--- config.mk ---
export PLATFORM = sky130hd
export DESIGN_NAME = hex_disp_sched
export DESIGN_NICKNAME = d
export VERILOG_FILES = /design/src/rtl/hex_disp_pkg.sv /design/src/rtl/hex_7seg.sv /design/src/rtl/hex_disp_sched.sv
export SDC_FILE = /design/constraint.sdc
export NUM_CORES = 1
export LEC_CHECK = 0
export BUFFER_PORTS_ARGS = -buffer_cell sky130_fd_sc_hd__buf_2
export CORE_MARGIN = 2
export CORE_UTILIZATION = 55
export DETAILED_ROUTE_END_ITERATION = 16
export PLACE_DENSITY = 0.79
export RECOVER_POWER = 25
export SETUP_SLACK_MARGIN = 0.1
export SYNTH_ARGS = -nofsm -noshare
export SYNTH_HDL_FRONTEND = slang
export SYNTH_SLANG_ARGS = --single-unit
--- constraint.sdc ---
create_clock -name clk -period 4.5 [get_ports clk]
set_input_delay 0.675 -clock clk [delete_from_list [all_inputs] [get_ports clk]]
set_output_delay 0.675 -clock clk [all_outputs]
set_load 0.01 [all_outputs]
--- src/rtl/hex_disp_pkg.sv ---
// Shared definitions for the six-digit display scheduler: FSM encoding,
// display geometry and the nibble selector feeding the shared decoder.
package hex_disp_pkg;

    typedef enum logic [1:0] {
        ST_IDLE   = 2'd0,
        ST_DECODE = 2'd1,
        ST_HOLD   = 2'd2
    } state_t;

    localparam int         N_DIGITS  = 6;
    localparam int         N_SRC     = 2;
    localparam logic [6:0] SEG_BLANK = 7'b1111111;

    function automatic logic [3:0] nibble_at(input logic [23:0] value, input logic [2:0] idx);
        logic [3:0] nib;
        nib = 4'h0;
        case (idx)
            3'd0:    nib = value[3:0];
            3'd1:    nib = value[7:4];
            3'd2:    nib = value[11:8];
            3'd3:    nib = value[15:12];
            3'd4:    nib = value[19:16];
            3'd5:    nib = value[23:20];
            default: nib = 4'h0;
        endcase
        return nib;
    endfunction

endpackage

--- src/rtl/hex_7seg.sv ---
// Hex nibble to active-low 7-segment pattern; bit 6 drives segment 0 (a)
// down to bit 0 driving segment 6 (g).
module hex_7seg
    import hex_disp_pkg::*;
(
    input  logic [3:0] nibble,
    output logic [6:0] seg
);

    always_comb begin
        seg = SEG_BLANK;
        case (nibble)
            4'h0: seg = 7'b0000001;
            4'h1: seg = 7'b1001111;
            4'h2: seg = 7'b0010010;
            4'h3: seg = 7'b0000110;
            4'h4: seg = 7'b1001100;
            4'h5: seg = 7'b0100100;
            4'h6: seg = 7'b0100000;
            4'h7: seg = 7'b0001111;
            4'h8: seg = 7'b0000000;
            4'h9: seg = 7'b0000100;
            4'ha: seg = 7'b0001000;
            4'hb: seg = 7'b1100000;
            4'hc: seg = 7'b0110001;
            4'hd: seg = 7'b1000010;
            4'he: seg = 7'b0110000;
            4'hf: seg = 7'b0111000;
            default: seg = SEG_BLANK;
        endcase
    end

endmodule

--- src/rtl/hex_disp_sched.sv ---
// Round-robin scheduler for six 7-segment displays: latches one producer's
// value, decodes it a nibble per cycle into a shadow bank, commits atomically.
module hex_disp_sched
    import hex_disp_pkg::*;
#(
    parameter int HOLD_CYCLES = 25_000_000,
    parameter int CNT_W       = $clog2(HOLD_CYCLES + 1)
) (
    input  logic        clk,
    input  logic        reset_n,
    input  logic [1:0]  req,
    input  logic [23:0] data0,
    input  logic [23:0] data1,
    input  logic        blank_lz,
    output logic [1:0]  ack,
    output logic [0:6]  hex0,
    output logic [0:6]  hex1,
    output logic [0:6]  hex2,
    output logic [0:6]  hex3,
    output logic [0:6]  hex4,
    output logic [0:6]  hex5,
    output logic        busy,
    output logic        cur_src
);

    localparam int         CW         = (CNT_W < 1) ? 1 : CNT_W;
    localparam logic [2:0] LAST_DIGIT = 3'(N_DIGITS - 1);
    // idx wraps past digit 0 to this value, marking the commit cycle
    localparam logic [2:0] IDX_COMMIT = 3'd7;

    state_t        state, state_nxt;
    logic          do_grant, do_commit, decoding, hold_done;
    logic          grant_src, rr_ptr, lat_src, lat_blank, seen_nz;
    logic [23:0]   lat_data;
    logic [2:0]    idx;
    logic [CW-1:0] hold_cnt;
    logic [3:0]    nib;
    logic [6:0]    dec_seg, wr_seg;
    logic [6:0]    shadow [N_DIGITS];
    logic [6:0]    disp   [N_DIGITS];

    assign grant_src = (req == 2'b11) ? rr_ptr : req[1];
    assign decoding  = (state == ST_DECODE) && (idx != IDX_COMMIT);
    assign hold_done = (hold_cnt <= CW'(1));

    assign nib = nibble_at(lat_data, idx);

    hex_7seg u_dec (
        .nibble (nib),
        .seg    (dec_seg)
    );

    assign wr_seg = (lat_blank && !seen_nz && (nib == 4'h0) && (idx != 3'd0)) ? SEG_BLANK : dec_seg;

    always_ff @(posedge clk or negedge reset_n) begin
        if (!reset_n) state <= ST_IDLE;
        else          state <= state_nxt;
    end

    // An expiring hold arbitrates on the same edge so the next grant is not delayed a cycle
    always_comb begin
        state_nxt = state;
        do_grant  = 1'b0;
        do_commit = 1'b0;
        case (state)
            ST_IDLE: begin
                if (req != 2'b00) begin
                    do_grant  = 1'b1;
                    state_nxt = ST_DECODE;
                end
            end
            ST_DECODE: begin
                if (idx == IDX_COMMIT) begin
                    do_commit = 1'b1;
                    state_nxt = (HOLD_CYCLES == 0) ? ST_IDLE : ST_HOLD;
                end
            end
            ST_HOLD: begin
                if (hold_done) begin
                    if (req != 2'b00) begin
                        do_grant  = 1'b1;
                        state_nxt = ST_DECODE;
                    end else begin
                        state_nxt = ST_IDLE;
                    end
                end
            end
            default: state_nxt = ST_IDLE;
        endcase
    end

    always_ff @(posedge clk or negedge reset_n) begin
        if (!reset_n) begin
            ack       <= 2'b00;
            rr_ptr    <= 1'b0;
            lat_data  <= '0;
            lat_blank <= 1'b0;
            lat_src   <= 1'b0;
            seen_nz   <= 1'b0;
            idx       <= IDX_COMMIT;
            hold_cnt  <= '0;
            cur_src   <= 1'b0;
            for (int i = 0; i < N_DIGITS; i++) begin
                shadow[i] <= SEG_BLANK;
                disp[i]   <= SEG_BLANK;
            end
        end else begin
            ack <= 2'b00;
            if (do_grant) begin
                lat_data  <= grant_src ? data1 : data0;
                lat_blank <= blank_lz;
                lat_src   <= grant_src;
                ack       <= grant_src ? 2'b10 : 2'b01;
                rr_ptr    <= ~grant_src;
                idx       <= LAST_DIGIT;
                seen_nz   <= 1'b0;
            end else if (decoding) begin
                shadow[idx] <= wr_seg;
                if (nib != 4'h0) seen_nz <= 1'b1;
                idx <= idx - 3'd1;
            end
            if (do_commit) begin
                for (int i = 0; i < N_DIGITS; i++) disp[i] <= shadow[i];
                cur_src  <= lat_src;
                hold_cnt <= CW'(HOLD_CYCLES);
            end else if (state == ST_HOLD) begin
                hold_cnt <= hold_done ? '0 : hold_cnt - CW'(1);
            end
        end
    end

    assign busy = (state != ST_IDLE);
    assign hex0 = disp[0];
    assign hex1 = disp[1];
    assign hex2 = disp[2];
    assign hex3 = disp[3];
    assign hex4 = disp[4];
    assign hex5 = disp[5];

endmodule

# After elaboration in Yosys (flattened, before gate mapping)
# Memory sizes are Yosys's and may differ from the RTL's.
# Cells that the tools add are included.
word_totals:
  register_bits: 145
  romBits: 112
  word_cells: 90
  memories: 1
mem_list:
  columns: ["memory", "depth", "width", "rd", "rd_clocked_by_memory_dff", "wr", "line_no", "rtl"]
  rows:
  - ["(no name shown)", 16, 7, 1, 0, 0, "hex_7seg.sv:12", "case (nibble)"]
classes:
  add_sub_neg: 2
  n_lt_le_gt_ge: 3
  eq_ne: 13
  muxes: 27
  bitwise_logic: 3
  reduce_logical: 19
op_table:
  columns: ["cell", "count"]
  rows:
  - ["two-way mux 25 bit", 3]
  - ["bitwise mux 42 bit", 1]
  - ["less-or-equal comparator 25 x 1 -> 1 bit (second input constant)", 1]
  - ["subtractor 25 x 1 -> 25 bit (second input constant)", 1]
  - ["two-way mux 24 bit", 1]
  - ["case mux 4 bit (6 select lines)", 1]
  - ["demux 7 bit (select 3 bit)", 1]
  - ["two-way mux 7 bit", 2]
  - ["two-way mux 2 bit", 5]
  - ["nonzero test 2 bit", 5]
  - ["equality test 3 bit (second input constant)", 3]
  - ["two-way mux 1 bit", 9]
  - ["equality test 3 x 2 -> 1 bit (second input constant)", 2]
  - ["two-way mux 3 bit", 2]
  - ["case mux 2 bit (3 select lines)", 1]
  - ["logical AND 1 bit", 5]
  - ["equality test 2 bit (second input constant)", 2]
  - ["greater-or-equal comparator 4 bit (second input constant)", 1]
  - ["logical NOT 4 bit", 1]
  - ["< comparator 4 x 1 -> 1 bit (second input constant)", 1]
  - ["!= test 2 bit (second input constant)", 2]
  - ["NOT 3 -> 4 bit", 1]
  - ["AND reduction 2 bit", 2]
  - ["nonzero test 4 bit", 1]
  - ["other kinds (12)", 13]

# Logic depth before layout (Yosys ltp)
# Gate-level depths: netlist (run 1).
logic_depth:
  depth_word: 7
  mapped_depth: 12
  depth_no_buf: 11

# Cells and area by module
# From an unflattened synthesis (run 1), not the netlist that was laid out.
unflattened:
  cells_unflattened: 711
  hier_area_um2: 6981.7
by_module_without_submodules:
  columns: ["mod", "n_inst", "cells_each", "area_per_inst_um2"]
  rows:
  - ["hex_disp_sched", 1, 676, 6734.0]
  - ["hex_7seg", 1, 35, 247.7]

# Worst setup path before layout (run 1)
# Ideal clock, no wire load.
synth_timing:
  path_kind: "flip-flop to flip-flop"
  from: "reg idx[1]"
  to: "reg shadow[22] (netlist bit)"
  arrival_ns: 3.000
  t_required_ns: 4.438
  setup_slack_ns: 1.438
  stages_incl_launch_ff: 12
  cell_sequence: "dfstp_2 > inv_1 > ha_1 > clkbuf_1 > a22oi_1 > nand2_1 > o21ai_0 > ha_1 > nand2_1 > a21o_1 > a221oi_1 > mux2_2"
synth_between:
  elab_chain_cells: 7
  word_cells_on_any_way: 23
synth_rtl:
  columns: ["item", "line_no", "rtl"]
  rows:
  - ["start, declared", "hex_disp_sched.sv:35", "logic [2:0] idx;"]
  - ["start signal, assigned", "hex_disp_sched.sv:120", "idx <= idx - 3'd1;"]
  - ["parallel branches: the longest is 7 deep, another holds memory (16 x 7 bit)", null, null]
  - ["end signal, assigned by index", "hex_disp_sched.sv:118", "shadow[idx] <= wr_seg;"]
  - ["end, declared", "hex_disp_sched.sv:39", "logic [6:0] shadow [N_DIGITS];"]
# Several ways; the timed one is not identified.
# A chain may end at the register's enable or synchronous reset.

# Worst setup path after layout (run 1)
# Same ends and word-level chain as after synthesis.

==> results.cfg, run 1 <==
[global_routing]
overflow = 0
grtUsageTotal = 0.241
antenna_found_initial = 0
grt_max_degree = 109
grt_pass1_wl_mm = 24.4
grt_pass1_vias = 4805

[drt]
post_drt_wl_per_cell_um = 17.9
drc = 0
vias = 4886
postRouteAntennaNets = 0
wl_mm = 14.9
vias_per_cell = 5.87
drt_iter0_markers = 268
drt-pass1-iter-count = 5

[sta]
finalSetupViolations = 0
hold_slack_ns = 0.482
rsz0062_at_grt = false
slew_headroom = -0.719
finClkSkew_ns = 0.00572
setup_tns_ns = 0
finalCritPeriodShare = 0.725
tightestPinTransition_ns = 2.58
max_freq_mhz = 307
hold_viol = 0
slew_viol_final = 109
period_needed_ns = 3.26

[worst_setup_path]
slowest_delay_ns = 0.61
crit_cells = 11
cp_top_family = compound AO/OA/AOI/OAI gates
critPathBufInv = 2
reg2reg_to = shadow[22]$_DFFE_PN1P_
required_ns = 4.86
arrival_ns = 3.62
rrSetupSlack_ns = 1.24
cp_cell_sequence = inv_1, ha_1, a22oi_1, nand2_1, o21ai_0, buf_4, ha_1, nand2_1, a21o_1, a221oi_1, mux2_2
crit_type = register to register
startpoint = idx[1]$_DFFE_PN1P_
endpoint_kind = register
crit_fanout = 8
rr_worst_depth = 11
timing.rr.start = idx[1]$_DFFE_PN1P_
slowest_stage = a221oi_1
cp-endpoint = shadow[22]$_DFFE_PN1P_
start_kind = register

[yosys]
synth_compound_area_frac = 0.113
synth_top_family_by_area = multiplexers
synth.area.top_cells = dfstp_2, dfrtp_1, mux2_2
yosys_most_used_dff = dfstp_2
synth_mux_area_frac = 0.174
synth_top_area_cell = dfstp_2
synth_cell_types = 56
syn-num-nets = 636
syn_inst = 570
synth_area_per_cell_um2 = 11.8
yosys.area_share.adder = 0.0242
synth_top_cell_area_share = 0.341
ys_ff_latch = 145
synth_edf_count = 0
seq_area_frac_synth = 0.557
synth-xor-area-share = 0.00131
synth_warnings = 0
synth-simple-area-share = 0.107
synth.cell_area_um2 = 6710
async_flop_share = 1.00

[status]
violations = capacitance limit, slew limit
status = finished with violations

[clocking]
postCtsSetupBuffers = 0
root_buffer = clkbuf_16
numCtsBuffers = 17
worstSkewPairLatency_ns = 0.42
cts-hold-fix-buffers = 0
cts_max_level = 4
cts.clk_slew.worst_paths_ns = 0.06
cts_tree = built
cts_sinks = 145
cts_buffer_depth = 2
ctsResizeCount = 0

[place]
dpl_cell_area_um2 = 7350
dp_hpwl_mm = 9.88
gp_congestion = 0.831
portBuffers = 98
dp_cells = 800

[power]
clkPwrFrac = 0.421
p_per_area_nw_per_um2 = 426
ir_drop_mv = 0.192
p_int_mw = 2.59
p_comb_frac = 0.097
p_leak_nw = 3.55
seqPwrFrac = 0.482
p_switching_mw = 0.797
sw_frac_of_total = 0.235

[layout]
drive_gt1_frac = 0.458
fin_cells = 832
final_cell_mix = buf_2, dfstp_2, mux2_2
antennaDiodeCount = 0
stdcell_area_um2 = 7950
post-route-util = 0.665
nets = 738
area_growth_pct = 18.5
final_common_cell = buf_2

[job]
drv_cap = 1

[floorplanning]
core_area_um2 = 12000
rows = 40
die_y_um = 114
die_w_um = 114
die-area_um2 = 13100
start_util = 0.561
io_pins = 99

[worst_hold_path]
hold_class = register to register
state kept, by name, summed over array words and instances (netlist names):
name	count
ack	2
cur_src	1
hex0	7
hex1	7
hex2	7
hex3	7
hex4	7
hex5	7
hold_cnt	25
idx	3
lat_blank	1
lat_data	24
lat_src	1
rr_ptr	1
seen_nz	1
shadow	42
state	2
worst min-delay path: cells and delay by family, from the launching register on:
kind               cells  cell delay, ns
AOI/OAI and AO/OA      1            0.06
and+or+nand+nor        1            0.05
DFF                    1            0.34
power by group through the flow:
stage / sequential, mW / combinational [mW] / clock (mW)
final: 1.63 / 0.329 / 1.43
after detailed placement: 1.65 / 0.329 / 0
after floorplan: 1.65 / 0.157 / 0
after CTS: 1.63 / 0.336 / 1.44
after global placement: 1.64 / 0.314 / 0
after global routing: 1.65 / 0.364 / 1.50
Yosys cell counts (all sizes together) (2+ instances only):
| library cell | instances |
|---|---|
| nand4 | 2 |
| buf | 14 |
| o21bai | 3 |
| nor2 | 45 |
| o221a | 2 |
| mux2i | 31 |
| ha | 13 |
| dfrtp | 58 |
| or3 | 7 |
| o41ai | 3 |
| dfstp | 87 |
| o31ai | 4 |
| nor4 | 6 |
| nand3 | 13 |
| a22o | 4 |
| a222oi | 3 |
| nor2b | 3 |
| nand2 | 47 |
| or4 | 2 |
| or2 | 2 |
| o311ai | 4 |
| o21ai | 35 |
| nor3 | 11 |
| clkbuf | 9 |
| nand2b | 6 |
| a22oi | 3 |
| o221ai | 2 |
| inv | 11 |
| and2 | 2 |
| a31oi | 4 |
| nand4b | 3 |
| a21oi | 41 |
| mux2 | 76 |
| o22ai | 2 |
how the worst min path moves through the flow:
stage | start | endpoint | slack [ns] | depth (start not counted)
floorplan | reset_n | ack[0]$_DFF_PN0_ | 0.38 | 0
global placement | cur_src$_DFFE_PN0P_ | cur_src$_DFFE_PN0P_ | 0.46 | 2
detailed placement | cur_src$_DFFE_PN0P_ | cur_src$_DFFE_PN0P_ | 0.47 | 2
CTS | reset_n | lat_data[17]$_DFFE_PN0P_ | 0.42 | 1
global route | shadow[4]$_DFFE_PN1P_ | shadow[4]$_DFFE_PN1P_ | 0.50 | 2
finish | cur_src$_DFFE_PN0P_ | cur_src$_DFFE_PN0P_ | 0.48 | 2
metrics by stage:
step / total power [mW] / worst slack [ns]
after floorplan: 1.81 / 1.44
after global routing: 3.51 / 1.03
after detailed placement: 1.98 / 1.26
after global placement: 1.95 / 1.49
after CTS: 3.41 / 1.27
final: 3.39 / 1.24
kinds of logic (layout without fill, tap and decap cells):
kind of cell,Yosys count,in the layout
simple gates,151,151
compound gates,119,119
fa+ha+maj,13,13
flops,145,145
mux,107,107
xor+xnor,1,1
buf+inv,34,149
cell type report:
cell class	count	area [µm²]
Clock inverter	9	88.8
Tap cell	147	184
Timing Repair Buffer	106	551
Fill cell	879	4010
Clock buffer	23	520
Multi-Input combinational cell	391	2830
Inverter	11	41.3
Sequential cell	145	3740
routing by layer:
layer  global-route usage  up-vias  wire length [µm]
li1                     -     2274                 -
met1                0.309     2396              6230
met2                0.401      189              7520
met3               0.0545       27               882
met4               0.0878        0               259
met5                    0        -                 0
Note: power is estimated with default switching activity, not from simulation.
==> run 2, diff against run 1 <==
Clock period 4.5 ns to 3.23 ns, I/O delays scaled along.
==> run 2 against run 1 <==
Against the previous run:
- the flow still finishes with violations (capacitance limit, slew limit)
- global-route usage is 1.0 points lower
- register-to-register slack worse by 0.93 ns
- sequential cell count stayed put
- sequential power is 39% higher
- clock skew is 0.0056 ns higher
- largest power group unchanged
- worst setup slack worse by 0.93 ns
- wire length is 4.6% lower
- sequential share of layout area is 0.18 points lower
- non-clock buffer count is 10 higher
- die area stayed put
- via count is 1.3% lower
- core utilization is 0.26 points higher
==> results.cfg, run 2 (synthesis results as in run 1) <==
[floorplanning]
core_area_um2 = 12000
die_y_um = 114
die-area_um2 = 13100
die_w_um = 114
start_util = 0.561
rows = 40
io_pins = 99

[sta]
period_needed_ns = 2.92
slew_viol_final = 117
hold_viol = 0
setup_tns_ns = 0
max_freq_mhz = 343
finClkSkew_ns = 0.0113
slew_headroom = -0.816
rsz0062_at_grt = false
tightestPinTransition_ns = 2.72
finalCritPeriodShare = 0.904
finalSetupViolations = 0

[worst_setup_path]
endpoint_kind = register
crit_type = register to register
required_ns = 3.59
start_kind = register
crit_fanout = 8
arrival_ns = 3.28

[clocking]
cts.clk_slew.worst_paths_ns = 0.06
ctsResizeCount = 0
postCtsSetupBuffers = 0
cts_max_level = 4
worstSkewPairLatency_ns = 0.42
cts_buffer_depth = 2
numCtsBuffers = 17
cts-hold-fix-buffers = 0
cts_tree = built
cts_sinks = 145
root_buffer = clkbuf_16

[global_routing]
grt_max_degree = 117
grtUsageTotal = 0.230
overflow = 0
grt_pass1_vias = 4780
antenna_found_initial = 0
grt_pass1_wl_mm = 23.5

[drt]
postRouteAntennaNets = 0
drt-pass1-iter-count = 5
drt_iter0_markers = 299
vias_per_cell = 5.73
post_drt_wl_per_cell_um = 16.9
drc = 0
vias = 4823
wl_mm = 14.2

[place]
dp_cells = 810
dp_hpwl_mm = 9.83
portBuffers = 98
gp_congestion = 0.922

[layout]
final_cell_mix = buf_2, dfstp_2, mux2_2
antennaDiodeCount = 0
largest_reg_flops = 42
multi_input_area_um2 = 2830
drive_gt1_frac = 0.466
largest-register = shadow
largestRegisters = shadow x42, hold_cnt x25, lat_data x24
nets = 748
final-seq-area_um2 = 3740
fillers = 858
final_common_cell = buf_2
fin_cells = 842
area_growth_pct = 18.9

[status]
status = finished with violations
violations = capacitance limit, slew limit

[power]
p_per_area_nw_per_um2 = 576
ir_drop_mv = 0.319
p_leak_nw = 3.58

[job]
drv_cap = 1

[worst_hold_path]
hold_class = primary input to register
==> run 2: cell count changes in the layout (fill, tap and decap cells not counted) <==
cell        change
buf_4          +10
clkbuf_16       -2
clkbuf_8        -2
clkinv_4        +1
clkinvlp_4      -1
inv_4           +1
inv_6           +3
==> run 2: layout make-up <==
type                    count  area share
flip-flops and latches    145       0.468
multi-input cells         391       0.354
repair buffers            116      0.0784
clock buffers              19      0.0555
well taps                 147      0.0230
clock inverters            13      0.0154
inverters                  11     0.00517
==> run 2: worst paths after layout <==
check / from / endpoint / slack (ns) / depth (start not counted)
max in group asynchronous: reset_n / hold_cnt[24]$_DFFE_PN0P_ / 0.71 / 1
hold / removal: blank_lz / lat_blank$_DFFE_PN0P_ / 0.30 / 2
hold reg to reg: cur_src$_DFFE_PN0P_ / cur_src$_DFFE_PN0P_ / 0.48 / 2
setup reg to reg: idx[1]$_DFFE_PN1P_ / shadow[23]$_DFFE_PN1P_ / 0.31 / 9
setup / recovery: idx[1]$_DFFE_PN1P_ / shadow[23]$_DFFE_PN1P_ / 0.31 / 9
min in group asynchronous: reset_n / lat_data[22]$_DFFE_PN0P_ / 0.86 / 1
==> run 2: report_power, final <==
part | switching (mW) | internal [mW] | total (mW)
Clock | 0.785 | 1.09 | 1.88
Sequential | 0.116 | 2.15 | 2.27
Combinational | 0.216 | 0.237 | 0.453
Total | 1.12 | 3.48 | 4.60
==> run 2: worst max-delay path, cell delays in order, from the launching register on <==
cell and delay, ns:
dfstp_2 0.59, inv_1 0.12, ha_1 0.29, a222oi_1 0.31
o221a_2 0.32, ha_1 0.27, nand2_1 0.13, a311o_1 0.34
o31ai_1 0.20, mux2_2 0.29
==> run 2: metal layers <==
| metal | part of all wire | track usage | routed length [µm] |
|---|---|---|---|
| met3 | 0.040 | 0.0498 | 566 |
| met1 | 0.45 | 0.304 | 6360 |
| met4 | 0.017 | 0.0829 | 242 |
| met5 | 0 | 0 | 0 |
| met2 | 0.50 | 0.376 | 7040 |
==> run 2: through the flow <==
stage                     hold slack [ns]  setup slack (ns)  cell area, µm²  utilization  power, mW
after CTS                           0.229             0.345            7990        0.668       4.63
after detailed placement            0.475             0.374            7420        0.620       2.75
after global routing                0.291             0.106            7980        0.667       4.78
final                               0.297             0.310            7980        0.667       4.60
after floorplan                     0.189             0.168            6710            -       2.52
after global placement              0.461             0.454            7420        0.620       2.73
==> run 3, diff against run 2 <==
Settings changed: CORE_UTILIZATION 55 to 57, PLACE_DENSITY 0.79 to 0.82, REMOVE_ABC_BUFFERS set to 1.
==> run 3 against run 2 <==
Against the previous run:
- the run still ends with capacitance limit, slew limit left
- final cell count is 0.83% lower
- die area decreased by 3.4%
- cell area increased by 0.44%
- sequential share of layout area decreased by 0.20 points
- maximum frequency about the same
- wire length grew 3.9%
- via count rose by 4.1%
- critical path depth rose by 1
- first-iteration DRC count increased by 57%
- critical path type unchanged
- largest power group unchanged
- highest routed layer unchanged
==> results.cfg, run 3 (synthesis results as in run 1) <==
[status]
status = finished with violations
violations = capacitance limit, slew limit

[power]
p_comb_frac = 0.096
sw_frac_of_total = 0.238
p_int_mw = 3.62
ir_drop_mv = 0.459
p_switching_mw = 1.13
p_per_area_nw_per_um2 = 593
clkPwrFrac = 0.426
p_leak_nw = 3.59
seqPwrFrac = 0.478

[job]
drv_cap = 1

[global_routing]
grt_pass1_vias = 5043
grtUsageTotal = 0.243
antenna_found_initial = 0
grt_max_degree = 102
overflow = 0
grt_pass1_wl_mm = 24.7

[drt]
postRouteAntennaNets = 0
vias_per_cell = 6.01
vias = 5021
drt_iter0_markers = 469
wl_mm = 14.8
drt-pass1-iter-count = 5
post_drt_wl_per_cell_um = 17.7
drc = 0

[clocking]
worstSkewPairLatency_ns = 0.42
cts_max_level = 4
cts_sinks = 145
cts_tree = built
cts_buffer_depth = 2
numCtsBuffers = 17
cts.clk_slew.worst_paths_ns = 0.06
root_buffer = clkbuf_16

[floorplanning]
rows = 39
die-area_um2 = 12700
start_util = 0.585
io_pins = 99
core_area_um2 = 11500
die_w_um = 113
die_y_um = 113

[sta]
slew_viol_final = 102
finalSetupViolations = 0
period_needed_ns = 2.92
hold_slack_ns = 0.319
worst_slack_ns = 0.313
rsz0062_at_grt = false
tightestPinTransition_ns = 2.41
max_freq_mhz = 343
hold_viol = 0
finalCritPeriodShare = 0.903
finClkSkew_ns = 0.00924
setup_tns_ns = 0
slew_headroom = -0.608

[layout]
largestRegisters = shadow x42, hold_cnt x25, lat_data x24
largest-register = shadow
final-seq-area_um2 = 3740
fin_cells = 835
nets = 745
area_growth_pct = 19.4
multi_input_area_um2 = 2830
fillers = 760
final_cell_mix = buf_2, dfstp_2, mux2_2
largest_reg_flops = 42
antennaDiodeCount = 0
drive_gt1_frac = 0.467
final_common_cell = buf_2

[worst_setup_path]
start_kind = register
arrival_ns = 3.27
endpoint_kind = register
crit_fanout = 8
crit_type = register to register
required_ns = 3.58

[place]
dp_cells = 803
dp_hpwl_mm = 9.84
portBuffers = 98
pre_cts_slack_ns = 0.246
gp_congestion = 0.885

[worst_hold_path]
hold_class = primary input to register
-- run 3: layout make-up --
| cell class | instances | area share |
|---|---|---|
| clock buffers | 22 | 0.0645 |
| flip-flops and latches | 145 | 0.466 |
| multi-input cells | 391 | 0.353 |
| clock inverters | 10 | 0.0136 |
| repair buffers | 113 | 0.0752 |
| inverters | 11 | 0.00515 |
| well taps | 143 | 0.0223 |
-- run 3: through the flow --
stage          power, mW  area, µm²  utilization
3_3_place_gp        2.72       7390        0.645
3_5_place_dp        2.75       7390        0.645
6_report            4.75       8020        0.699
2_1_floorplan       2.52       6590            -
5_1_grt             4.92       8020        0.699
4_1_cts             4.78       8020        0.699
-- run 3: power by group through the flow --
| stage | clock (mW) | combinational, mW | sequential [mW] |
|---|---|---|---|
| 3_5_place_dp | 0 | 0.458 | 2.30 |
| 2_1_floorplan | 0 | 0.220 | 2.30 |
| 3_3_place_gp | 0 | 0.439 | 2.28 |
| 4_1_cts | 2.05 | 0.466 | 2.27 |
| 6_report | 2.03 | 0.455 | 2.27 |
| 5_1_grt | 2.12 | 0.506 | 2.30 |
-- run 3: critical path, stage by stage (launching register included) --
cell and delay [ns]:
dfstp_2 0.59, inv_1 0.11, ha_1 0.29, a222oi_1 0.34
o221a_2 0.33, ha_2 0.27, nand2_1 0.11, a21o_1 0.20
a221oi_1 0.26, buf_4 0.19, mux2_2 0.16
-- run 3: worst paths after layout --
path                                        start                      to  slack (ns)  depth (start not counted)
min in group asynchronous                 reset_n        ack[0]$_DFF_PN0_        0.78                          1
max in group asynchronous                 reset_n     hex3[2]$_DFFE_PN1P_        0.95                          2
min                                      blank_lz   lat_blank$_DFFE_PN0P_        0.32                          2
max                            idx[1]$_DFFE_PN1P_   shadow[8]$_DFFE_PN1P_        0.31                         10
max reg2reg                    idx[1]$_DFFE_PN1P_   shadow[8]$_DFFE_PN1P_        0.31                         10
min reg2reg                shadow[11]$_DFFE_PN1P_  shadow[11]$_DFFE_PN1P_        0.47                          2
-- run 3: repair_timing --
action	CTS	global route
endpoints found under the setup margin	0	26
gates resized for setup	0	2
hold buffers	0	0
setup buffers	0	0
endpoints found under the hold margin	0	0
-- run 3: layer usage --
metal / global-route usage / vias to the layer above / part of all wire
met5: 0 / - / 0
met4: 0.0919 / 0 / 0.018
met3: 0.0405 / 28 / 0.063
met2: 0.415 / 235 / 0.50
met1: 0.314 / 2466 / 0.42
li1: - / 2292 / -
